--- src/rtl/branch_resolve_ctrl.sv ---
// Branch predictor (2-bit saturating BHT) and mispredict recovery controller.
// Resolves EX-stage branches/jumps and sequences the redirect/flush/stall handshake.
module branch_resolve_ctrl #(
  parameter int BHT_BITS = 6,
  parameter int CNT_W    = 32
) (
  input  logic             clk,
  input  logic             rst_n,
  input  logic [31:0]      if_pc,
  output logic             if_pred_taken,
  input  logic             ex_valid,
  input  logic [2:0]       ex_branctrl,
  input  logic             ex_is_jal,
  input  logic             ex_is_jalr,
  input  logic             ex_cond_taken,
  input  logic             ex_pred_taken,
  input  logic [31:0]      ex_pc,
  input  logic [31:0]      ex_target,
  output logic             redirect_valid,
  output logic [31:0]      redirect_pc,
  input  logic             redirect_ready,
  output logic             flush_if_id,
  output logic             flush_id_ex,
  output logic             ex_stall,
  output logic [CNT_W-1:0] stat_branches,
  output logic [CNT_W-1:0] stat_mispred
);

  localparam logic [2:0]       BNONE   = 3'b000;
  localparam int               ENTRIES = 1 << BHT_BITS;
  localparam logic [CNT_W-1:0] CNT_ONE = {{(CNT_W-1){1'b0}}, 1'b1};

  typedef enum logic {RUN = 1'b0, REDIR = 1'b1} state_t;

  state_t           state_q, state_d;
  logic [31:0]      redirect_pc_q, redirect_pc_d;
  logic [CNT_W-1:0] branches_q, branches_d;
  logic [CNT_W-1:0] mispred_q, mispred_d;
  logic [1:0]       bht_q [ENTRIES];
  logic [1:0]       bht_d [ENTRIES];

  logic [BHT_BITS-1:0] if_idx;
  logic [BHT_BITS-1:0] ex_idx;
  logic                is_jump;
  logic                is_cond;
  logic                resolve;
  logic                taken;
  logic                mispred;
  logic                unused_pc_bits;

  function automatic logic [1:0] sat_step(input logic [1:0] cnt, input logic up);
    if (up) return (cnt == 2'd3) ? cnt : cnt + 2'd1;
    else    return (cnt == 2'd0) ? cnt : cnt - 2'd1;
  endfunction

  assign if_idx         = if_pc[BHT_BITS+1:2];
  assign ex_idx         = ex_pc[BHT_BITS+1:2];
  assign unused_pc_bits = ^{if_pc[31:BHT_BITS+2], if_pc[1:0]};

  // Read is from the registered table only, so a same-cycle update is not bypassed.
  assign if_pred_taken = bht_q[if_idx][1];

  assign is_jump = ex_is_jal | ex_is_jalr;
  assign is_cond = (ex_branctrl != BNONE) && !is_jump;
  assign resolve = ex_valid && (state_q == RUN) && (is_cond || is_jump);
  assign taken   = is_jump | ex_cond_taken;
  assign mispred = is_jump | (ex_cond_taken != ex_pred_taken);

  always_comb begin
    state_d       = state_q;
    redirect_pc_d = redirect_pc_q;
    branches_d    = branches_q;
    mispred_d     = mispred_q;
    bht_d         = bht_q;
    if (state_q == RUN) begin
      if (resolve) begin
        if (is_cond) begin
          branches_d     = branches_q + CNT_ONE;
          bht_d[ex_idx]  = sat_step(bht_q[ex_idx], ex_cond_taken);
        end
        if (mispred) begin
          mispred_d     = mispred_q + CNT_ONE;
          state_d       = REDIR;
          redirect_pc_d = taken ? ex_target : ex_pc + 32'd4;
        end
      end
    end else if (redirect_ready) begin
      state_d = RUN;
    end
  end

  always_ff @(posedge clk or negedge rst_n) begin
    if (!rst_n) begin
      state_q       <= RUN;
      redirect_pc_q <= '0;
      branches_q    <= '0;
      mispred_q     <= '0;
      for (int i = 0; i < ENTRIES; i++) bht_q[i] <= 2'd1;
    end else begin
      state_q       <= state_d;
      redirect_pc_q <= redirect_pc_d;
      branches_q    <= branches_d;
      mispred_q     <= mispred_d;
      bht_q         <= bht_d;
    end
  end

  // Wrong-path instructions are held off for the whole redirect window.
  assign redirect_valid = (state_q == REDIR);
  assign flush_if_id    = (state_q == REDIR);
  assign flush_id_ex    = (state_q == REDIR);
  assign ex_stall       = (state_q == REDIR);
  assign redirect_pc    = redirect_pc_q;
  assign stat_branches  = branches_q;
  assign stat_mispred   = mispred_q;

endmodule
--- config.mk ---
export PLATFORM = sky130hd
export DESIGN_NAME = branch_resolve_ctrl
export DESIGN_NICKNAME = d
export VERILOG_FILES = /design/src/rtl/branch_resolve_ctrl.sv
export SDC_FILE = /design/constraint.sdc
export NUM_CORES = 1
export LEC_CHECK = 0
export BUFFER_PORTS_ARGS = -buffer_cell sky130_fd_sc_hd__buf_2
export CAP_MARGIN = 20
export CORE_MARGIN = 2
export CORE_UTILIZATION = 55
export CTS_CLUSTER_DIAMETER = 60
export DETAILED_ROUTE_END_ITERATION = 10
export PLACE_DENSITY = 0.79
export SLEW_MARGIN = 25
export SYNTH_ARGS = -nofsm -noshare
export SYNTH_HDL_FRONTEND = slang
export SYNTH_SLANG_ARGS = --single-unit
--- constraint.sdc ---
create_clock -name clk -period 5.44 [get_ports clk]
set_clock_uncertainty 0.15 [all_clocks]
set_input_delay 0.816 -clock clk [delete_from_list [all_inputs] [get_ports clk]]
set_output_delay 0.816 -clock clk [all_outputs]
set_load 0.1 [all_outputs]
### Word-level counts from Yosys, hierarchy flattened

Cells that the tools add are included.

| storage, ports and cells | value |
|---|---|
| input bits | 107 |
| output and inout bits | 101 |
| logic and storage cells | 114 |
| bits in registers | 225 |

| cells by class | value |
|---|---|
| multiplexer cells | 20 |
| magnitude comparators | 3 |
| equality and inequality tests | 2 |
| add/subtract/negate cells | 5 |
| reduce and logical (&&, ||, !) cells | 10 |
| bitwise logic cells | 6 |

Operators by type and width:

| operator | count |
|---|---|
| bitwise mux 128 bit | 1 |
| adder 32 x 1 -> 32 bit, second input constant | 2 |
| adder 32 x 3 -> 32 bit, second input constant | 1 |
| 2-to-1 mux 32 bit | 1 |
| binary-select mux 2 bit (select 6 bit) | 2 |
| 2-to-1 mux 2 bit | 11 |
| greater-or-equal comparator 7 bit, second input constant | 2 |
| NOT 6 -> 7 bit | 2 |
| demux 2 bit (select 6 bit) | 1 |
| less-than comparator 7 x 1 -> 1 bit, second input constant | 1 |
| AND reduction 3 bit | 2 |
| logical AND 1 bit | 4 |
| 2-to-1 mux 1 bit | 4 |
| bitwise OR 1 bit | 3 |
| nonzero test 3 bit | 1 |
| adder 2 x 1 -> 2 bit, second input constant | 1 |
| equality test 2 bit, second input constant | 1 |
| logical NOT 2 bit | 1 |
| subtractor 2 x 1 -> 2 bit, second input constant | 1 |
| logical NOT 1 bit | 1 |
| logical OR 1 bit | 1 |
| != test 1 bit | 1 |
| NOT 1 bit | 1 |

### Longest topological paths before layout

| depth | value |
|---|---|
| word-level depth | 11 |
| mapped depth | 12 |
| depth with buffers taken out | 8 |

### Worst setup path after synthesis

No wires, ideal clock.

| path | value |
|---|---|
| path type | input -> output |
| start | input port if_pc[2] |
| end | output port if_pred_taken |
| slack | 1,215 ps |
| buffers on the path | 2 |
| data arrival time | 3,259 ps |
| stages | 5 |
| required time | 4,474 ps |
| path through | clkbuf_1 buf_2 mux4_2 mux4_2 mux4_2 |

| between the ends | value |
|---|---|
| word-level cells in the longest chain between the ends | 4 |

RTL lines:

| item | RTL line | text |
|---|---|---|
| start: declaration | 9 | `input logic [31:0] if_pc,` |
| NOT 6 -> 7 bit (not written as such) | 61 | `assign if_pred_taken = bht_q[if_idx][1];` |
| binary-select mux 2 bit (select 6 bit) | 61 |  |
| 2-to-1 mux 2 bit (not written as such) (2 in a row) | 61 |  |
| end: declaration | 10 | `output logic if_pred_taken,` |

Every way passes these cells. The select of a mux whose other input is x is not followed.

### Worst setup path in the final report

Ends and elaborated chain as after synthesis.

==> flow_summary.toml <==
[run_status]
outcome = "finished clean"

[worst_setup_path]
reg2reg_to = "bht_q[78]"
cp_cell_sequence = "buf_2, mux4_2, mux4_2, mux4_2, buf_2"
cp-end-kind = "output pin"
arrival_ps = 3330
cp.required_ps = 4470
cpPeakStageDelay_ps = 620
critPathCapture = "if_pred_taken"
worstSetupStartpointType = "primary input"
r2r-start = "ex_stall"
crit_fanout = 16
cp_slowest_cell = "mux4_2"
critical_path_class = "primary input to output pin"
cp-startpoint = "if_pc[2]"
worst-r2r-setup-slack_ps = 2400
path_common_cell = "mux4_2"
rr_worst_depth = 6

[layout]
fin_area_sq_um = 13600
fill_cells = 1661
drive_gt1_share_pct = 30.8
fin_nets = 1421
layout.cells.non_filler = 1604
post-route-util_pct = 64.7
antenna_cells = 0
syn2layout_area_growth_pct = 16.2
layout_commonest_cell = "nand2_1"
layout_common_cells = "nand2_1, buf_2, dfrtp_1"

[timing]
setup_viol = 0
report.final.slew_viol_count = 0
min_period_over_period_pct = 78.9
fin_crit_ps = 4290
slew_headroom_pct = 30.8
max_slew.worst_pin.slew_ps = 1040
clock.fmax_ghz = 0.233
rsz0062_at_grt = "false"
tns_ps = 0
postLayoutSetupSlackWorst_ps = 1150
hold_violations = 0

[synthesis]
synth_edf_count = 0
yosys_warnings = 0
synth.distinct_cells = 66
ys_seq_elements = 225
synth_nets = 1257
synthArstFlopShare_pct = 100
synth_flop_cell = "dfrtp_1"
syn_inst = 1147
synthesis.area_sq_um = 11700
syn_avg_cell_area_sq_um = 10.2
ys_seq_area_share_pct = 48.9

[min_path]
hp-class = "primary input to async pin"

[route]
wl_per_cell_microns = 19.8
drtPass1Iterations = 5
routed_via_density = 6.00
drt_iter0_drc = 701
vias = 9627
dr_wl_met3_microns = 2690
drcViolationCount = 0
wl_microns = 31700
wl_met1_microns = 12800
dr_wl_met2_microns = 15000
highest_layer = "met5"
ant_nets = 0

[cts]
cts_tree = "built"
cts-resized-gates = 0
clkLatencyLatePin_ps = 520
ctsHoldBuffers = 0
clock-root-buffer = "clkbuf_16"
cts.path.max_buffers = 3
cts.htree.levels = 1
cts_made_buffers = 24
post_cts_buffers = 0
clkTransAtPathRegs_ps = 60
numClockSinks = 225

[placed_design]
dp_slack_ps = 930
gp_congestion = 0.896
place_inst = 1558
io_buffer_count = 181
placed_area_sq_um = 12700
hpwl_microns = 21500

[power]
leakagePower_nw = 6.02
powerDensity_nw_per_um2 = 363
ir_drop_uv = 220

[floorplanning]
die_w_microns = 150
ios = 208
core_area_sq_um = 21000
start_util_pct = 55.7
dieHeight_microns = 150
dieArea_sq_um = 22400
rows = 53

[global_routing]
antenna_found_initial = 1
overflow = 0
global_route.usage.total_pct = 27.9
grt_pass1_vias = 9329
grt_pass1_wl_microns = 49200
grt_max_degree = 129

[run]
maxCapViolations = 0
==> worst min path at each step <==
stage	from	end	slack (ps)
after CTS	rst_n	redirect_pc[20]	300
after global placement	bht_q[116]	bht_q[116]	300
final	rst_n	redirect_pc[20]	30
after global routing	rst_n	redirect_pc[21]	60
after detailed placement	bht_q[38]	bht_q[38]	310
after floorplan	bht_q[126]	bht_q[126]	290
==> worst max-delay path, delay by kind of cell <==
family	cells	cell delay, ps
muxes	3	1640
buffers and inverters	2	850
==> report_power, final <==
group,internal (W),switching (W)
clock,0.00102,0.000681
sequential,0.00181,0.000104
combinational,0.000233,0.00108
total,0.00307,0.00186
==> cells by family (layout without fill, tap and decap cells) <==
logic type                 after synthesis  after routing  synth area share (%)
AOI/OAI and AO/OA                      221            221                  13.0
and+or+nand+nor                        471            471                  18.0
adders and majority gates                5              5                 0.536
xor gates and xnor gates                91             91                  6.83
DFF                                    225            225                  48.9
muxes                                   65             65                  8.98
buffers and inverters                   69            251                  3.70
==> Yosys cell counts, types with 2 or more instances <==
| cell | n | area share [%] |
|---|---|---|
| buf_6 | 19 | 1.8 |
| a211oi_1 | 5 | 0.32 |
| or2_2 | 3 | 0.16 |
| inv_1 | 12 | 0.39 |
| buf_2 | 6 | 0.26 |
| nand3_1 | 26 | 1.1 |
| a21oi_1 | 15 | 0.64 |
| o21ai_0 | 70 | 3.0 |
| a221o_1 | 2 | 0.17 |
| o21ai_1 | 21 | 0.90 |
| dfstp_2 | 64 | 14 |
| dfrtp_1 | 161 | 35 |
| nand2b_1 | 5 | 0.27 |
| ha_1 | 3 | 0.32 |
| nor2b_1 | 6 | 0.32 |
| nand2_1 | 287 | 9.2 |
| a221oi_1 | 8 | 0.60 |
| nor2_1 | 55 | 1.8 |
| and3_1 | 20 | 1.1 |
| xnor2_1 | 56 | 4.2 |
| nor4_1 | 5 | 0.27 |
| o21ai_2 | 60 | 4.5 |
| and4_1 | 8 | 0.60 |
| a32o_1 | 2 | 0.17 |
| o2111ai_1 | 3 | 0.23 |
| nand4_1 | 25 | 1.3 |
| nor3_1 | 12 | 0.51 |
| mux4_2 | 31 | 6.0 |
| a2111oi_0 | 2 | 0.15 |
| mux2i_1 | 26 | 2.2 |
| mux2_2 | 7 | 0.68 |
| a22oi_1 | 10 | 0.64 |
| xor2_1 | 35 | 2.6 |
| clkbuf_1 | 22 | 0.71 |
| or4_1 | 2 | 0.13 |
| and3b_1 | 2 | 0.15 |
| buf_1 | 4 | 0.13 |
| buf_4 | 6 | 0.39 |
| o221ai_1 | 11 | 0.83 |
| and2_1 | 4 | 0.21 |
==> flip-flops by register name, indices dropped and copies added, names as in the netlist <==
| name | count |
|---|---|
| bht_q | 128 |
| redirect_pc | 32 |
| stat_branches | 32 |
| stat_mispred | 32 |
| ex_stall | 1 |
==> metal layers <==
layer / vias up / track usage [%]
met3: 105 / 5.64
met2: 424 / 45.7
met1: 4718 / 37.2
li1: 4378 / -
met5: - / 0
met4: 2 / 10.1
==> metrics by stage <==
stage	total power [W]	hold WS, ps
floorplan	0.00296	291
global placement	0.00321	299
detailed placement	0.00324	306
CTS	0.00493	298
global route	0.00509	63.3
finish	0.00493	30.6
==> final cells by class <==
| type | instances | area [sq um] | share of cell area (%) |
|---|---|---|---|
| well taps | 275 | 344 | 2.54 |
| repair buffers | 195 | 1090 | 8.01 |
| flip-flops and latches | 225 | 5710 | 42.1 |
| clock inverters | 8 | 100 | 0.738 |
| clock buffers | 36 | 727 | 5.36 |
| inverters | 12 | 45.0 | 0.332 |
| multi-input cells | 853 | 5550 | 40.9 |
No activity file was read; power rests on OpenSTA's default activity.
